**src/rtl/rbe_normquant_sequencer.sv**
```systemverilog
// Normalization/quantization sequencer: streams n_chan x n_pix accumulator
// beats through one shared multiplier, then shifts, clips and emits them.
//
// Ports:
//   clk_i, rst_i (async, active-high), clear_i (synchronous abort)
//   par_we_i/par_addr_i/par_mult_i/par_add_i : per-channel parameter file write
//   start_i/n_chan_i/n_pix_i/shift_i        : job setup
//   acc_valid_i/acc_ready_o/acc_data_i      : accumulator input stream
//   mult_*_o / mult_product_i               : attached multiplier control and operands
//   out_valid_o/out_ready_i/out_data_o/out_last_o : quantized output stream
//   busy_o, done_o                          : status

module rbe_normquant_sequencer #(
    parameter int NMS       = 16,
    parameter int NAS       = 32,
    parameter int ACC       = 32,
    parameter int NCH       = 32,
    parameter int QNT       = 8,
    parameter int MULT_PIPE = 1
) (
    input  logic                   clk_i,
    input  logic                   rst_i,
    input  logic                   clear_i,
    input  logic                   par_we_i,
    input  logic [$clog2(NCH)-1:0] par_addr_i,
    input  logic [NMS:0]           par_mult_i,
    input  logic [NAS-1:0]         par_add_i,
    input  logic                   start_i,
    input  logic [$clog2(NCH):0]   n_chan_i,
    input  logic [15:0]            n_pix_i,
    input  logic [4:0]             shift_i,
    input  logic                   acc_valid_i,
    output logic                   acc_ready_o,
    input  logic [ACC-1:0]         acc_data_i,
    output logic                   mult_enable_o,
    output logic                   mult_clear_o,
    output logic [NMS:0]           mult_norm_mult_o,
    output logic [NAS-1:0]         mult_norm_add_o,
    output logic [ACC-1:0]         mult_acc_o,
    input  logic [NMS+ACC-1:0]     mult_product_i,
    output logic                   out_valid_o,
    input  logic                   out_ready_i,
    output logic [QNT-1:0]         out_data_o,
    output logic                   out_last_o,
    output logic                   busy_o,
    output logic                   done_o
);

    localparam int CW = $clog2(NCH);
    localparam int PW = NMS + ACC;

    localparam logic [1:0] S_IDLE  = 2'd0;
    localparam logic [1:0] S_RUN   = 2'd1;
    localparam logic [1:0] S_DRAIN = 2'd2;

    logic [1:0]     state_q;
    logic [NMS:0]   mult_file_q [NCH];
    logic [NAS-1:0] add_file_q  [NCH];

    logic [CW-1:0]  ch_cnt_q;
    logic [15:0]    pix_cnt_q;
    logic [CW:0]    n_chan_q;
    logic [15:0]    n_pix_q;
    logic [4:0]     shift_q;

    logic           p_valid_q;
    logic           p_last_q;
    logic           out_valid_q;
    logic           out_last_q;
    logic [QNT-1:0] out_data_q;
    logic           done_q;

    logic           stall;
    logic           fire;
    logic           last_beat;
    logic           ch_wrap;
    logic           pix_wrap;
    logic           start_acc;
    logic           job_ok;
    logic           par_wr;
    logic           ld;
    logic           ld_last;
    logic           out_hs;

    logic signed [PW-1:0] q;
    logic [QNT-1:0]       qnt;

    assign stall       = out_valid_q & ~out_ready_i;
    assign acc_ready_o = (state_q == S_RUN) & ~stall;
    assign fire        = acc_valid_i & acc_ready_o;
    assign out_hs      = out_valid_q & out_ready_i;

    assign ch_wrap   = ({1'b0, ch_cnt_q} == n_chan_q - (CW+1)'(1));
    assign pix_wrap  = (pix_cnt_q == n_pix_q - 16'd1);
    assign last_beat = ch_wrap & pix_wrap;

    assign start_acc = (state_q == S_IDLE) & start_i & ~clear_i;
    assign job_ok    = (n_chan_i != '0) && (n_chan_i <= (CW+1)'(NCH))
                       && (n_pix_i != 16'd0);
    assign par_wr    = (state_q == S_IDLE) & par_we_i & ~clear_i
                       & ({1'b0, par_addr_i} < (CW+1)'(NCH));

    // Enable is held low while reset is applied; afterwards the multiplier
    // advances whenever the output side is not stalled.
    assign mult_enable_o    = ~stall & ~rst_i;
    assign mult_clear_o     = clear_i | start_acc;
    assign mult_norm_mult_o = mult_file_q[ch_cnt_q];
    assign mult_norm_add_o  = add_file_q[ch_cnt_q];
    assign mult_acc_o       = acc_data_i;

    // With a registered multiplier the beat tag travels one stage behind fire.
    always_comb begin
        ld      = 1'b0;
        ld_last = 1'b0;
        if (MULT_PIPE != 0) begin
            ld      = p_valid_q & ~stall;
            ld_last = p_last_q;
        end else begin
            ld      = fire;
            ld_last = last_beat;
        end
    end

    assign q = $signed(mult_product_i) >>> shift_q;

    always_comb begin
        qnt = q[QNT-1:0];
        if (q[PW-1]) begin
            qnt = '0;
        end else if (|q[PW-2:QNT]) begin
            qnt = '1;
        end
    end

    always_ff @(posedge clk_i or posedge rst_i) begin
        if (rst_i) begin
            for (int i = 0; i < NCH; i++) begin
                mult_file_q[i] <= '0;
                add_file_q[i]  <= '0;
            end
        end else if (par_wr) begin
            mult_file_q[par_addr_i] <= par_mult_i;
            add_file_q[par_addr_i]  <= par_add_i;
        end
    end

    always_ff @(posedge clk_i or posedge rst_i) begin
        if (rst_i) begin
            state_q     <= S_IDLE;
            ch_cnt_q    <= '0;
            pix_cnt_q   <= '0;
            n_chan_q    <= '0;
            n_pix_q     <= '0;
            shift_q     <= '0;
            p_valid_q   <= 1'b0;
            p_last_q    <= 1'b0;
            out_valid_q <= 1'b0;
            out_last_q  <= 1'b0;
            out_data_q  <= '0;
            done_q      <= 1'b0;
        end else if (clear_i) begin
            state_q     <= S_IDLE;
            ch_cnt_q    <= '0;
            pix_cnt_q   <= '0;
            p_valid_q   <= 1'b0;
            p_last_q    <= 1'b0;
            out_valid_q <= 1'b0;
            out_last_q  <= 1'b0;
            done_q      <= 1'b0;
        end else begin
            done_q <= 1'b0;

            unique case (state_q)
                S_IDLE: begin
                    if (start_i) begin
                        n_chan_q  <= n_chan_i;
                        n_pix_q   <= n_pix_i;
                        shift_q   <= shift_i;
                        ch_cnt_q  <= '0;
                        pix_cnt_q <= '0;
                        if (job_ok) begin
                            state_q <= S_RUN;
                        end else begin
                            done_q <= 1'b1;
                        end
                    end
                end
                S_RUN: begin
                    if (fire) begin
                        if (ch_wrap) begin
                            ch_cnt_q  <= '0;
                            pix_cnt_q <= pix_cnt_q + 16'd1;
                        end else begin
                            ch_cnt_q <= ch_cnt_q + CW'(1);
                        end
                        if (last_beat) begin
                            state_q <= S_DRAIN;
                        end
                    end
                end
                S_DRAIN: begin
                    if (out_hs && out_last_q) begin
                        state_q <= S_IDLE;
                        done_q  <= 1'b1;
                    end
                end
                default: state_q <= S_IDLE;
            endcase

            if (!stall) begin
                p_valid_q <= fire;
                p_last_q  <= fire & last_beat;
            end

            if (ld) begin
                out_valid_q <= 1'b1;
                out_data_q  <= qnt;
                out_last_q  <= ld_last;
            end else if (out_ready_i) begin
                out_valid_q <= 1'b0;
                out_last_q  <= 1'b0;
            end
        end
    end

    assign out_valid_o = out_valid_q;
    assign out_data_o  = out_data_q;
    assign out_last_o  = out_last_q;
    assign busy_o      = (state_q != S_IDLE);
    assign done_o      = done_q;

endmodule

```
**config.mk**
```make
export PLATFORM = sky130hd
export DESIGN_NAME = rbe_normquant_sequencer
export DESIGN_NICKNAME = d
export VERILOG_FILES = /design/src/rtl/rbe_normquant_sequencer.sv
export SDC_FILE = /design/constraint.sdc
export NUM_CORES = 2
export LEC_CHECK = 0
export ABC_AREA = 0
export CELL_PAD_IN_SITES_DETAIL_PLACEMENT = 1
export CELL_PAD_IN_SITES_GLOBAL_PLACEMENT = 2
export CORE_ASPECT_RATIO = 0.5
export CORE_UTILIZATION = 52
export CTS_BUF_LIST = sky130_fd_sc_hd__clkbuf_4 sky130_fd_sc_hd__clkbuf_8 sky130_fd_sc_hd__clkbuf_16
export DETAILED_ROUTE_END_ITERATION = 7
export DONT_BUFFER_PORTS = 1
export PLACE_DENSITY = 0.84
export SLEW_MARGIN = 25
export SYNTH_ARGS = -nofsm -noshare
export SYNTH_HDL_FRONTEND = slang
export SYNTH_SLANG_ARGS = --single-unit
```
**constraint.sdc**
```tcl
create_clock -name clk_i -period 170.4 [get_ports clk_i]
set_input_delay 34.08 -clock clk_i [delete_from_list [all_inputs] [get_ports clk_i]]
set_output_delay 34.08 -clock clk_i [all_outputs]
set_load 0.005 [all_outputs]
```
Word level (Yosys, flattened, before mapping)
Index checks and enable logic that the tools add are counted.

Output and inout bits: 96. Flip-flop bits (word level): 1631. Input bits: 168.

Bitwise operators: 19. $add $sub $neg: 4. $lt $le $gt $ge: 4. Eq/ne operators: 11. Shifts and indexed selects: 1. Muxes and demuxes: 45. Reductions and logical operators: 16.

Operators with widths (count): 1024-bit bitwise mux (1); 544-bit bitwise mux (1); 32-bit binary-select mux with 5-bit select (1); 32-bit demux with 5-bit select (1); 32-bit 2-to-1 mux (3); 17-bit binary-select mux with 5-bit select (1); 17-bit demux with 5-bit select (1); 16-bit 2-to-1 mux (4); 17-bit 2-to-1 mux (3); 48-bit by 5-bit >>> shifter with 48-bit output (1); 39-bit OR reduction (1); 16-bit case mux with 2 select lines (1); 5-bit 2-to-1 mux (4); 3-bit != test, second input constant (6); 16-bit by 1-bit adder with 16-bit output, second input constant (1); 16-bit == test (1); 8-bit 2-to-1 mux (2); 16-bit nonzero test (1); 16-bit by 1-bit subtractor with 16-bit output, second input constant (1); 1-bit 2-to-1 mux (13); 1-bit bitwise AND (12); 6-bit >= comparator, second input constant (2); 2-bit 2-to-1 mux (6); 5-bit inverter with 6-bit output (2); other kinds (22) (30).

Logic depth before layout (Yosys ltp)
Word-level depth: 8. Mapped depth: 11.

Worst setup path after synthesis
No wires, ideal clock.

Kind: input to output. From: in clear_i. To: out mult_clear_o. Stages: 3. Buffers on the path: 2. Path slack: 101527 ps. Data arrival time: 34793 ps. Cells stage by stage: clkbuf_1 > a21o_1 > clkbuf_1.

Word-level cells in the longest chain between the ends: 3.

Ends and longest elaborated chain: from (decl) (line 23) `input logic clear_i,`; 1-bit inverter (no source line); 1-bit bitwise AND (line 97) `assign start_acc = (state_q == S_IDLE) & start_i & ~clear_i;`; 1-bit bitwise OR * (line 106) `assign mult_clear_o = clear_i | start_acc;`; to (decl) (line 36) `output logic mult_clear_o,`.

Mark *: on every way between the ends. The rest lies on a longest branch, timed or not.

Final worst setup path
From: in start_i. To: out mult_clear_o.

Word-level cells in the longest chain between the ends: 3.

Ends and longest elaborated chain: from (decl) (line 28) `input logic start_i,`; 1-bit bitwise AND (2 in series) (line 97); 1-bit bitwise OR (line 106).

No other way between the ends.

==> results.sh <==
export IMPL_status="completed"
export IMPL_num_rows=99
export IMPL_intPower_mw=0.7400
export IMPL_area_growth_pct=8.566
export IMPL_p_leak_nw=37.81
export IMPL_cts_sinks=1631
export IMPL_cp_top_family="compound AO/OA/AOI/OAI gates"
export IMPL_final_antenna_net_count=0
export IMPL_finish_instance_area_um2=83150
export IMPL_r2r_start="state_q[0]"
export IMPL_rsz0062_at_grt="no"
export IMPL_required_ps=136320
export IMPL_syn_nets=5030
export IMPL_clkPwrFrac_pct=35.5
export IMPL_die_area_um2=148900
export IMPL_initial_core_util_pct=52.45
export IMPL_r2r_end="add_file_q[712]"
export IMPL_num_vias=43248
export IMPL_min_from="add_file_q[738]"
export IMPL_synth_edf_count=0
export IMPL_yosysWarnings=0
export IMPL_drt_iter0_drc=3356
export IMPL_place_gp_congestion=0.8457
export IMPL_critical_path_buf_inv_count=0
export IMPL_antenna_found_initial=2
export IMPL_instances_no_fill=6680
export IMPL_drive_above_1_share_pct=54.65
export IMPL_post_cts_setup_buffers=0
export IMPL_wl_per_cell_um=31.50
export IMPL_synth_flop_cell="dfrtp_1"
export IMPL_core_area_um2=146000
export IMPL_tightest_slew_ps=1102
export IMPL_crit_path_top_delay_cell="a21o_1"
export IMPL_cts_resized=0
export IMPL_syn_inst=4858
export IMPL_grt_pass1_vias=47773
export IMPL_netlist_area_um2=76590
export IMPL_worstPathArrival_ps=34600
export IMPL_postCtsHoldBufs=0
export IMPL_ys_types=76
export IMPL_hp_class="reg2reg"
export IMPL_final_common_cell="mux2_2"
export IMPL_io_buffers=0
export IMPL_drc=0
export IMPL_syn_avg_cell_area_um2=15.77
export IMPL_cts_reportedPaths_clkPinSlew_ps=70
export IMPL_fin_crit_ps=68680
export IMPL_nets=4763
export IMPL_clk_latency_ps=800
export IMPL_dieHeight_um=273.4
export IMPL_period_share_pct=40.31
export IMPL_irDropWorstVdd_mv=0.01234
export IMPL_power_density_nw_per_um2=12.03
export IMPL_power_frac_comb_pct=17.2
export IMPL_finClkSkew_ps=19.20
export IMPL_layout_common_cells="mux2_2, dfrtp_1, mux4_2"
export IMPL_ios=264
export IMPL_drtPass1Iterations=5
export IMPL_htree_levels=4
export IMPL_seqPwrFrac_pct=47.3
export IMPL_max_cap_violations=0
export IMPL_track_usage_pct=29.05
export IMPL_clockRootBuffer="clkbuf_16"
export IMPL_path_cells="a21o_1"
export IMPL_max_freq_ghz=0.01456
export IMPL_holdPathEnd="add_file_q[738]"
export IMPL_final_setup_tns_ps=0
export IMPL_met2_usage_pct=46.25
export IMPL_final_setup_viol_count=0
export IMPL_r2r_cells=8
export IMPL_switching_share_pct=26.03
export IMPL_numCtsBuffers=148
export IMPL_cts_tree="built"
export IMPL_grt_busiest_layer="met2"
export IMPL_path_class="in2out"
export IMPL_dp_cells=6408
export IMPL_grt_pass1_wl_um=319200
export IMPL_place_area_um2=77930
export IMPL_grt_use_met1_pct=41.11
export IMPL_vias_per_cell=6.474
export IMPL_place_hpwl_um=116800
export IMPL_grt_use_met3_pct=5.307
export IMPL_gr_total_overflow=0
export IMPL_synth_seq_area_share_pct=53.29
export IMPL_cp_end_kind="output pin"
export IMPL_cp_slowest_stage_delay_ps=510
export IMPL_cts_buffer_depth=3
export IMPL_relSlewSlack_pct=26.51
export IMPL_grt_max_degree=200
export IMPL_start_kind="primary input"
export IMPL_wl_um=210400
export IMPL_path_max_fanout=15
export IMPL_hold_depth=1
export IMPL_finalMaxSlewViolations=0
export IMPL_die_w_um=544.8
export IMPL_crit_start="start_i"
export IMPL_synth_seq_cells=1631
export IMPL_reg2reg_slack_ps=166220
export IMPL_hold_viol=0
export IMPL_async_reset_ff_share_pct=100.0
export IMPL_p_sw_mw=0.2604
Yosys cell counts (all sizes together) (6+ instances only):
library cell / instances / area, µm²
mux2: 1642 / 18490
dfrtp: 1631 / 40810
mux4: 516 / 11620
clkbuf: 333 / 1250
buf: 174 / 867.1
nand2: 65 / 246.5
nor2: 61 / 229.0
a21oi: 42 / 210.2
nor3: 40 / 211.5
mux2i: 39 / 390.4
xnor2: 38 / 332.8
o21ai: 30 / 150.1
nand3: 23 / 115.1
a31oi: 18 / 112.6
inv: 16 / 60.06
nand2b: 14 / 95.09
nor4: 13 / 102.6
a211oi: 12 / 95.09
nor2b: 12 / 75.07
a2111oi: 11 / 121.4
or3: 11 / 68.82
a21o: 8 / 60.06
nand3b: 8 / 60.06
nand4: 8 / 50.05
and2: 7 / 43.79
o31ai: 7 / 52.55
o211ai: 6 / 45.04
or4: 6 / 45.04
power groups by stage:
stage                     registers [mW]  clock network (mW)  logic [mW]
final                              0.473               0.355       0.172
after global routing               0.480               0.375       0.186
after CTS                          0.473               0.360       0.174
after detailed placement           0.480                   0       0.173
after global placement             0.473                   0       0.167
after floorplan                    0.468                   0       0.148
per-stage QoR:
step | hold slack, ps | setup slack [ps] | util, % | power (mW)
after floorplan | 453.3 | 90290 | - | 0.6168
after global placement | 462.4 | 101730 | 53.35 | 0.6394
after detailed placement | 480.6 | 101710 | 53.36 | 0.6528
after CTS | 495.2 | 101710 | 56.88 | 1.008
after global routing | 500.8 | 101660 | 56.94 | 1.042
final | 495.9 | 101720 | 56.94 | 1.000
cell type report:
class                           instances  area (µm²)
Antenna cell                            1       2.502
Clock buffer                          224        4607
Clock inverter                         45       540.5
Fill cell                           12846       62890
Inverter                               17       71.32
Multi-Input combinational cell       2703       33860
Sequential cell                      1631       40840
Tap cell                             1969        2464
Timing Repair Buffer                   90       775.7
how the worst max path moves through the flow:
stage	end	cells after the start	slack, ps
final	mult_clear_o	1	101720
after global routing	mult_clear_o	1	101660
after CTS	mult_clear_o	1	101710
after detailed placement	mult_clear_o	1	101710
after global placement	mult_clear_o	1	101730
after floorplan	add_file_q[0]	1	90290
logic make-up after synthesis:
logic type | count (synthesis) | share of synthesized area [%]
adder cells (fa/ha/maj) | 5 | 0.08005
multiplexers | 2197 | 39.82
flip-flops | 1631 | 53.29
AND/OR/NAND/NOR | 295 | 2.031
XOR/XNOR | 41 | 0.4688
buffers and inverters | 524 | 2.847
AO/OA/AOI/OAI | 165 | 1.464
flip-flops by register name, summed over array words and instances, names as in the netlist, 5 cells and up:
| name | flops |
|---|---|
| add_file_q | 1024 |
| ch_cnt_q | 5 |
| mult_file_q | 544 |
| n_chan_q | 6 |
| n_pix_q | 16 |
| out_data_o | 8 |
| pix_cnt_q | 16 |
| shift_q | 5 |
per-layer routing:
layer	vias to the layer above	share of wire, %
met5	-	0
met4	0	2.6
met3	348	6.2
met2	1173	48
met1	24112	43
li1	17615	-
Note: power is estimated with default switching activity, not from simulation.
